**src/rtl/bnn_pkg.sv**
```systemverilog
// Shared types and default sizing for the BNN inference controller.
// The state encoding is common to the controller and any block that decodes its state.
package bnn_pkg;

   typedef enum logic [2:0] {
      IDLE,
      LOAD,
      RUN,
      HOLD,
      ERR
   } bnn_ctrl_state_t;

   localparam int unsigned DEF_IMG_SIZE = 30;
   localparam int unsigned DEF_IC       = 1;
   localparam int unsigned DEF_PAD_BITS = 4;
   localparam int unsigned DEF_CLASS_W  = 4;
   localparam int unsigned DEF_CNT_W    = 16;
   localparam int unsigned DEF_TIMEOUT  = 4096;

endpackage

```
**src/rtl/bnn_watchdog.sv**
```systemverilog
// Run-time watchdog for the BNN core: counts RUN cycles and flags the last permitted cycle.
// Instantiated by bnn_infer_ctrl only when BNN_TIMEOUT_EN is defined.
module bnn_watchdog #(
   parameter int unsigned TIMEOUT = 4096
) (
   input  logic clk,
   input  logic rst,
   input  logic clear,
   input  logic run,
   output logic expired
);

   localparam int unsigned W = $clog2(TIMEOUT + 1);

   logic [W-1:0] cnt_q;

   // expired marks the TIMEOUT-th RUN cycle; the controller leaves RUN on the next edge.
   assign expired = run && (cnt_q == W'(TIMEOUT - 1));

   always_ff @(posedge clk) begin
      if (rst || clear) begin
         cnt_q <= '0;
      end else if (run && !expired) begin
         cnt_q <= cnt_q + W'(1);
      end
   end

endmodule

```
**src/rtl/bnn_infer_ctrl.sv**
```systemverilog
// Inference controller: snapshots an unpadded image, pulses core start, holds the class result.
// Define BNN_TIMEOUT_EN to add the RUN watchdog and its ERR state.
module bnn_infer_ctrl
   import bnn_pkg::*;
#(
   parameter int unsigned IMG_SIZE = DEF_IMG_SIZE,
   parameter int unsigned IC       = DEF_IC,
   parameter int unsigned PAD_BITS = DEF_PAD_BITS,
   parameter int unsigned CLASS_W  = DEF_CLASS_W,
   parameter int unsigned CNT_W    = DEF_CNT_W,
   parameter int unsigned TIMEOUT  = DEF_TIMEOUT
) (
   input  logic                                     clk,
   input  logic                                     rst,
   input  logic [IC*IMG_SIZE*IMG_SIZE+PAD_BITS-1:0] img_in,
   input  logic                                     img_full,
   input  logic                                     bnn_enable,
   input  logic                                     bnn_clear,
   output logic [IC*IMG_SIZE*IMG_SIZE-1:0]          core_img,
   output logic                                     core_start,
   input  logic                                     core_done,
   input  logic [CLASS_W-1:0]                       core_result,
   output logic [CLASS_W-1:0]                       result_out,
   output logic                                     result_ready,
   output logic                                     busy,
   output logic                                     timeout_err,
   output logic [CNT_W-1:0]                         infer_count
);

   localparam int unsigned PIX_W    = IC * IMG_SIZE * IMG_SIZE;
   localparam int unsigned IMG_IN_W = PIX_W + PAD_BITS;

   bnn_ctrl_state_t    state_q, state_d;
   logic [PIX_W-1:0]   core_img_q;
   logic [CLASS_W-1:0] result_q;
   logic               ready_q;
   logic [CNT_W-1:0]   count_q;
   logic               wd_fire;

`ifdef BNN_TIMEOUT_EN
   bnn_watchdog #(
      .TIMEOUT (TIMEOUT)
   ) u_watchdog (
      .clk     (clk),
      .rst     (rst),
      .clear   (state_q == LOAD),
      .run     (state_q == RUN),
      .expired (wd_fire)
   );
`else
   localparam int unsigned unused_timeout = TIMEOUT;
   assign wd_fire = 1'b0;
`endif

   if (PAD_BITS > 0) begin : g_pad
      logic unused_pad;
      assign unused_pad = ^img_in[PAD_BITS-1:0];
   end

   always_comb begin
      state_d = state_q;
      unique case (state_q)
         IDLE: if (img_full && bnn_enable) state_d = LOAD;
         LOAD: state_d = RUN;
         // A completion in the watchdog's final cycle still counts as a result.
         RUN: begin
            if (core_done) begin
               state_d = HOLD;
            end else if (wd_fire) begin
               state_d = ERR;
            end
         end
         HOLD: if (bnn_clear) state_d = IDLE;
         ERR:  if (bnn_clear) state_d = IDLE;
         default: state_d = IDLE;
      endcase
   end

   always_ff @(posedge clk) begin
      if (rst) begin
         state_q    <= IDLE;
         core_img_q <= '0;
         result_q   <= '0;
         ready_q    <= 1'b0;
         count_q    <= '0;
      end else begin
         state_q <= state_d;
         if (state_q == IDLE && state_d == LOAD) begin
            core_img_q <= img_in[IMG_IN_W-1:PAD_BITS];
         end
         if (state_q == RUN && core_done) begin
            result_q <= core_result;
            ready_q  <= 1'b1;
            if (count_q != {CNT_W{1'b1}}) begin
               count_q <= count_q + CNT_W'(1);
            end
         end
         if (state_q == HOLD && bnn_clear) begin
            ready_q <= 1'b0;
         end
      end
   end

   assign core_img     = core_img_q;
   assign core_start   = (state_q == LOAD);
   assign busy         = (state_q == LOAD) || (state_q == RUN);
   assign result_out   = result_q;
   assign result_ready = ready_q;
   assign infer_count  = count_q;

`ifdef BNN_TIMEOUT_EN
   assign timeout_err = (state_q == ERR);
`else
   assign timeout_err = 1'b0;
`endif

endmodule

```
**config.mk**
```make
export PLATFORM = sky130hd
export DESIGN_NAME = bnn_infer_ctrl
export DESIGN_NICKNAME = d
export VERILOG_FILES = /design/src/rtl/bnn_pkg.sv /design/src/rtl/bnn_watchdog.sv /design/src/rtl/bnn_infer_ctrl.sv
export SDC_FILE = /design/constraint.sdc
export NUM_CORES = 2
export LEC_CHECK = 0
export BUFFER_PORTS_ARGS = -buffer_cell sky130_fd_sc_hd__clkbuf_2
export CAP_MARGIN = 30
export CORE_AREA = 2 2 716 718
export DETAILED_ROUTE_END_ITERATION = 8
export DIE_AREA = 0 0 718 720
export PLACE_DENSITY = 0.3
export SYNTH_ARGS = -nofsm -noshare
export SYNTH_HDL_FRONTEND = slang
export SYNTH_SLANG_ARGS = --single-unit
```
**constraint.sdc**
```tcl
create_clock -name clk -period 3.3 [get_ports clk]
set_input_delay 0.33 -clock clk [delete_from_list [all_inputs] [get_ports clk]]
set_output_delay 0.33 -clock clk [all_outputs]
set_load 0.005 [all_outputs]
```
# Word-level counts from Yosys, hierarchy flattened
# Index checks and enable logic that the tools add are counted.
# totals
elab_cells	25
output_inout_bits	924
inputBits	914
regBits	924
# classes
eq_ne	6
n_addsub	1
n_reduce_logical	9
muxes	4
# op_table
operator	count
$add 16x1->16 const B	1
$ne 16x16->1 const B	1
$pmux 3 s4	1
$mux 3	3
$eq 3x1->1 const B	2
$eq 3x2->1 const B	2
$logic_and 1x1->1	4
$reduce_or 2->1	2
$eq 3x3->1 const B	1
$logic_not 3->1	1
$reduce_and 2->1	1
$logic_or 1x1->1	1

# Longest topological paths before layout
# depth
word_depth	5
mapped_depth	7
ltp_nobuf	5

# Worst setup path after synthesis
# No wires, ideal clock.
# synth_path
kind	register -> register
start	register count_q[0] (netlist: infer_count[0])
end	register count_q[0] (netlist: infer_count[0])
setup_time_ns	0.134
arrival_time_ns	1.754
n_path_buf	1
stages_incl_launch_ff	7
slack_ns	1.412
synth_period_minus_slack_ns	1.888
t_required_ns	3.166
cell_sequence	dfxtp_1 ha_1 nand3_1 nor4_4 buf_6 nor4_2 or4_1
# synth_via
elab_chain_len	2
word_cells_on_any_way	3
cone_classes	1 x add/sub; 1 x eq/ne; 1 x reduce/logical
# synth_rtl
element	line	source
from (decl)	bnn_infer_ctrl.sv:37	logic [CNT_W-1:0] count_q;
from (signal assigned)	bnn_infer_ctrl.sv:95	count_q <= count_q + CNT_W'(1);
parallel branches: the longest is 2 deep, another holds $add 16x1->16	-	
# Several ways; the timed one is not identified.
# A chain may end at the register's enable or synchronous reset.

# Worst setup path in the final report
# layout_path
start	register state_q[1]
end	register core_img_q[621] (netlist: core_img[621])
# layout_via
elab_chain_len	5
word_cells_on_any_way	12
cone_classes	5 x eq/ne; 4 x mux; 3 x reduce/logical
# layout_rtl
element	line	source
from (decl)	bnn_infer_ctrl.sv:33	bnn_ctrl_state_t state_q, state_d;
from (signal assigned)	bnn_infer_ctrl.sv:87	state_q <= state_d;
$eq 3x2->1 or $eq 3x3->1 (tied branches)	bnn_infer_ctrl.sv:62	unique case (state_q)
$reduce_or 2->1 (no source line)	-	
$pmux 3 s4	bnn_infer_ctrl.sv:62	
$eq 3x1->1	bnn_infer_ctrl.sv:88	if (state_q == IDLE && state_d == LOAD) begin
$logic_and 1x1->1 *	bnn_infer_ctrl.sv:88	
to (signal assigned)	bnn_infer_ctrl.sv:89	core_img_q <= img_in[IMG_IN_W-1:PAD_BITS];
to (decl)	bnn_infer_ctrl.sv:34	logic [PIX_W-1:0] core_img_q;
# Mark *: on every way between the ends. The rest lies on a longest branch, timed or not.

==> results.toml <==
[timing]
final-hold-violation-count = 0
clock_skew_ns = 0.107
fin_tns_setup_ns = 0
finalCritPeriodShare_pct = 86.4
finalSetupViolations = 0
tightestPinTransition_ns = 1.16
maxSlewViolCount = 0
rsz0062_at_grt = "no"
fmax_mhz = 351
max_slew_margin_pct = 23.0
min_period_ns = 2.85

[pwr]
p_sw_share_pct = 30.4
p_leak_uw = 0.0255
power.switching_uw = 10200
p_clk_share_pct = 48.1
pwr-share-seq_pct = 36.2
p_int_uw = 23300
power.density_nw_per_um2 = 527
power_frac_comb_pct = 15.7
ir_drop_mv = 0.307

[setup_path]
cp_top_family = "buffers and inverters"
worst-endpoint-required_ns = 4.11
critPathMostFrequentCell = "buf_4"
cp.arrival_ns = 3.66
slowest_delay_ns = 0.56
r2r_end = "core_img[621]$_SDFFE_PP0P_"
path_class = "reg2reg"
reg2reg_depth = 8
crit_buf_inv = 5
critPathLaunchType = "flip-flop"
worst_path_max_delay_cell = "dlygate4sd3_1"
crit_start = "state_q[1]$_SDFF_PP0_"
r2r-start = "state_q[1]$_SDFF_PP0_"
rrSetupSlack_ns = 0.45
crit_chain = "nor4_2 > buf_4 > buf_12 > buf_4 > buf_4 > nand2_1 > a21oi_1 > dlygate4sd3_1"
cp-end-kind = "flip-flop"
crit_fanout = 28

[synthesis]
synth_fp_nets = 4967
syn_area_sq_um = 32000
synthMuxAreaShare_pct = 0.106
synth_fa_ha_area_share_pct = 0.0391
ys_types = 41
synthXorXnorAreaFrac_pct = 0.0274
yosysSeqAreaShare_pct = 57.9
synth-async-reset-ratio_pct = 0
synth_top_family_by_area = "simple AND/OR/NAND/NOR gates"
ys_ff_latch = 924
synth_edf_count = 0
netlist_instances = 4052
synth_compound_area_share_pct = 14.8
synth-simple-area-share_pct = 22.6
ys_warn_count = 0
yosys_most_used_dff = "dfxtp_1"
syn-mean-instance-area_sq_um = 7.89

[floorplanning]
start_util_pct = 6.29
dieWidth_microns = 718
dieArea_sq_um = 517000
core_sq_um = 508000
die_h_microns = 720
pin_count = 1838
row_count = 262

[cts]
cts_tree = "done"
clock_latency_ns = 0.87
clock_sinks = 924
clk_pin_slew_ns = 0.06
cts_root_buf = "clkbuf_16"
clockBufferDepth = 4
cts_resized = 0
cts_buffers = 141
cts.htree.levels = 4
ctsHoldBuffers = 945
cts_setup_buffers = 0

[cells_and_area]
num-nets-final = 7662
final_common_cell = "clkbuf_2"
drive_gt1_share_pct = 31.4
final_cell_mix = "1,831 x clkbuf_2, 1,813 x nand2_1, 945 x dlygate4sd3_1, 924 x dfxtp_1, 911 x a21oi_1"
fin_cells = 13700
fin_util_pct = 12.5
final_design_area_no_fill_sq_um = 63600
area_delta_synth_final_pct = 99.0

[global_route]
antenna_found_initial = 304
grtUsageMet2_pct = 23.5
grt_pass1_wl_microns = 479000
grt_pass1_vias = 41300
grt-ovfl-total = 0
gr-usage-met1_pct = 16.9
grt_max_degree = 153
met3_usage_pct = 5.55
busiest_layer = "met2"
track_usage_pct = 14.3

[place]
dpl.cell_count = 12400
gp_congestion = 1.01
port_buffers = 1832
placed_area_sq_um = 49100
post-dp-hpwl_microns = 332000

[min_path]
hold_depth = 3
min-delay-start = "img_in[587]"
whs_endpoint = "core_img[583]$_SDFFE_PP0P_"
hold_class = "in2reg"

[routing]
drtIter0Drc = 2568
drc_errors = 0
routed_wl_microns = 385000
routed_wire_length_per_instance_microns = 28.1
drt_first_pass_iters = 7
antenna_left = 0
vias_per_cell = 2.98
vias = 40900

[run_status]
outcome = "finished, final reports clean"

[job]
maxCapViolCount = 0
-- layout make-up --
type,count,area (sq um)
fill,59200,445000
inverter,5,18.8
antenna,110,275
multi-input combinational,2811,12000
sequential,924,18500
clock inverter,41,633
timing repair buffer,2864,19600
clock buffer,207,4130
tap,6732,8420
-- power by group through the flow --
stage / logic (uW) / clock network [uW] / registers (uW)
CTS: 5450 / 16900 / 12100
floorplan: 1220 / 0 / 12300
detailed placement: 4190 / 0 / 12400
global placement: 4220 / 0 / 12400
finish: 5260 / 16100 / 12100
global route: 5650 / 17200 / 12200
-- registers in the layout (all words and copies together) (netlist names) --
| name | count |
|---|---|
| core_img | 900 |
| infer_count | 16 |
| result_out | 4 |
| state_q | 3 |
| result_ready | 1 |
-- through the flow --
step                hold slack, ns  setup WS, ns  power [uW]
detailed placement           0.446         0.726       16600
finish                       0.123         0.449       33500
global placement             0.443         0.733       16600
global route               0.00501         0.323       35100
CTS                        0.00602         0.456       34500
floorplan                    0.439          1.41       13500
-- cell usage after synthesis, types with 4 or more instances --
master       n  area (sq um)
nand4_1      9          56.3
dfxtp_1    924         18500
a311oi_1     4          35.0
nand2_1   1813          6810
nor4_1       5          31.3
nand3_1      5          25.0
o21ai_0      5          25.0
clkbuf_1   109           409
a21oi_1    911          4560
buf_2      201          1010
inv_1        5          18.8
and3_1       6          37.5
nor2b_1      5          31.3
nor2_1      11          41.3
-- worst reg2reg max path: stages, from the launching register on --
cell and delay (ns):
dfxtp_1 0.45, nor4_2 0.44, buf_4 0.26, buf_12 0.18, buf_4 0.32, buf_4 0.36
nand2_1 0.09, a21oi_1 0.12, dlygate4sd3_1 0.56
-- layer usage --
metal  up-vias  part of all wire [%]  routed length (microns)
li1      18600                     -                        -
met1     19700                    41                   156000
met2      1872                    46                   176000
met3       625                   9.2                    35600
met4        58                   4.4                    16800
met5         -                 0.094                      362
-- kinds of logic (layout without fill, tap and decap cells) --
kind of cell / after synthesis / in the layout
xor gates and xnor gates: 1 / 1
AOI/OAI and AO/OA: 932 / 932
adders and majority gates: 1 / 1
muxes: 3 / 3
buffers and inverters: 317 / 3117
and+or+nand+nor: 1873 / 1873
DFF: 924 / 924
other: 1 / 111
-- worst max-delay path by stage --
stage,endpoint,slack [ns],depth (start not counted)
after floorplan,infer_count[0]$_SDFFE_PP0P_,1.41,6
after global placement,core_img[289]$_SDFFE_PP0P_,0.73,9
after detailed placement,core_img[289]$_SDFFE_PP0P_,0.73,9
after CTS,core_img[621]$_SDFFE_PP0P_,0.46,8
after global routing,core_img[621]$_SDFFE_PP0P_,0.32,8
final,core_img[621]$_SDFFE_PP0P_,0.45,8
No activity file was read; power rests on OpenSTA's default activity.
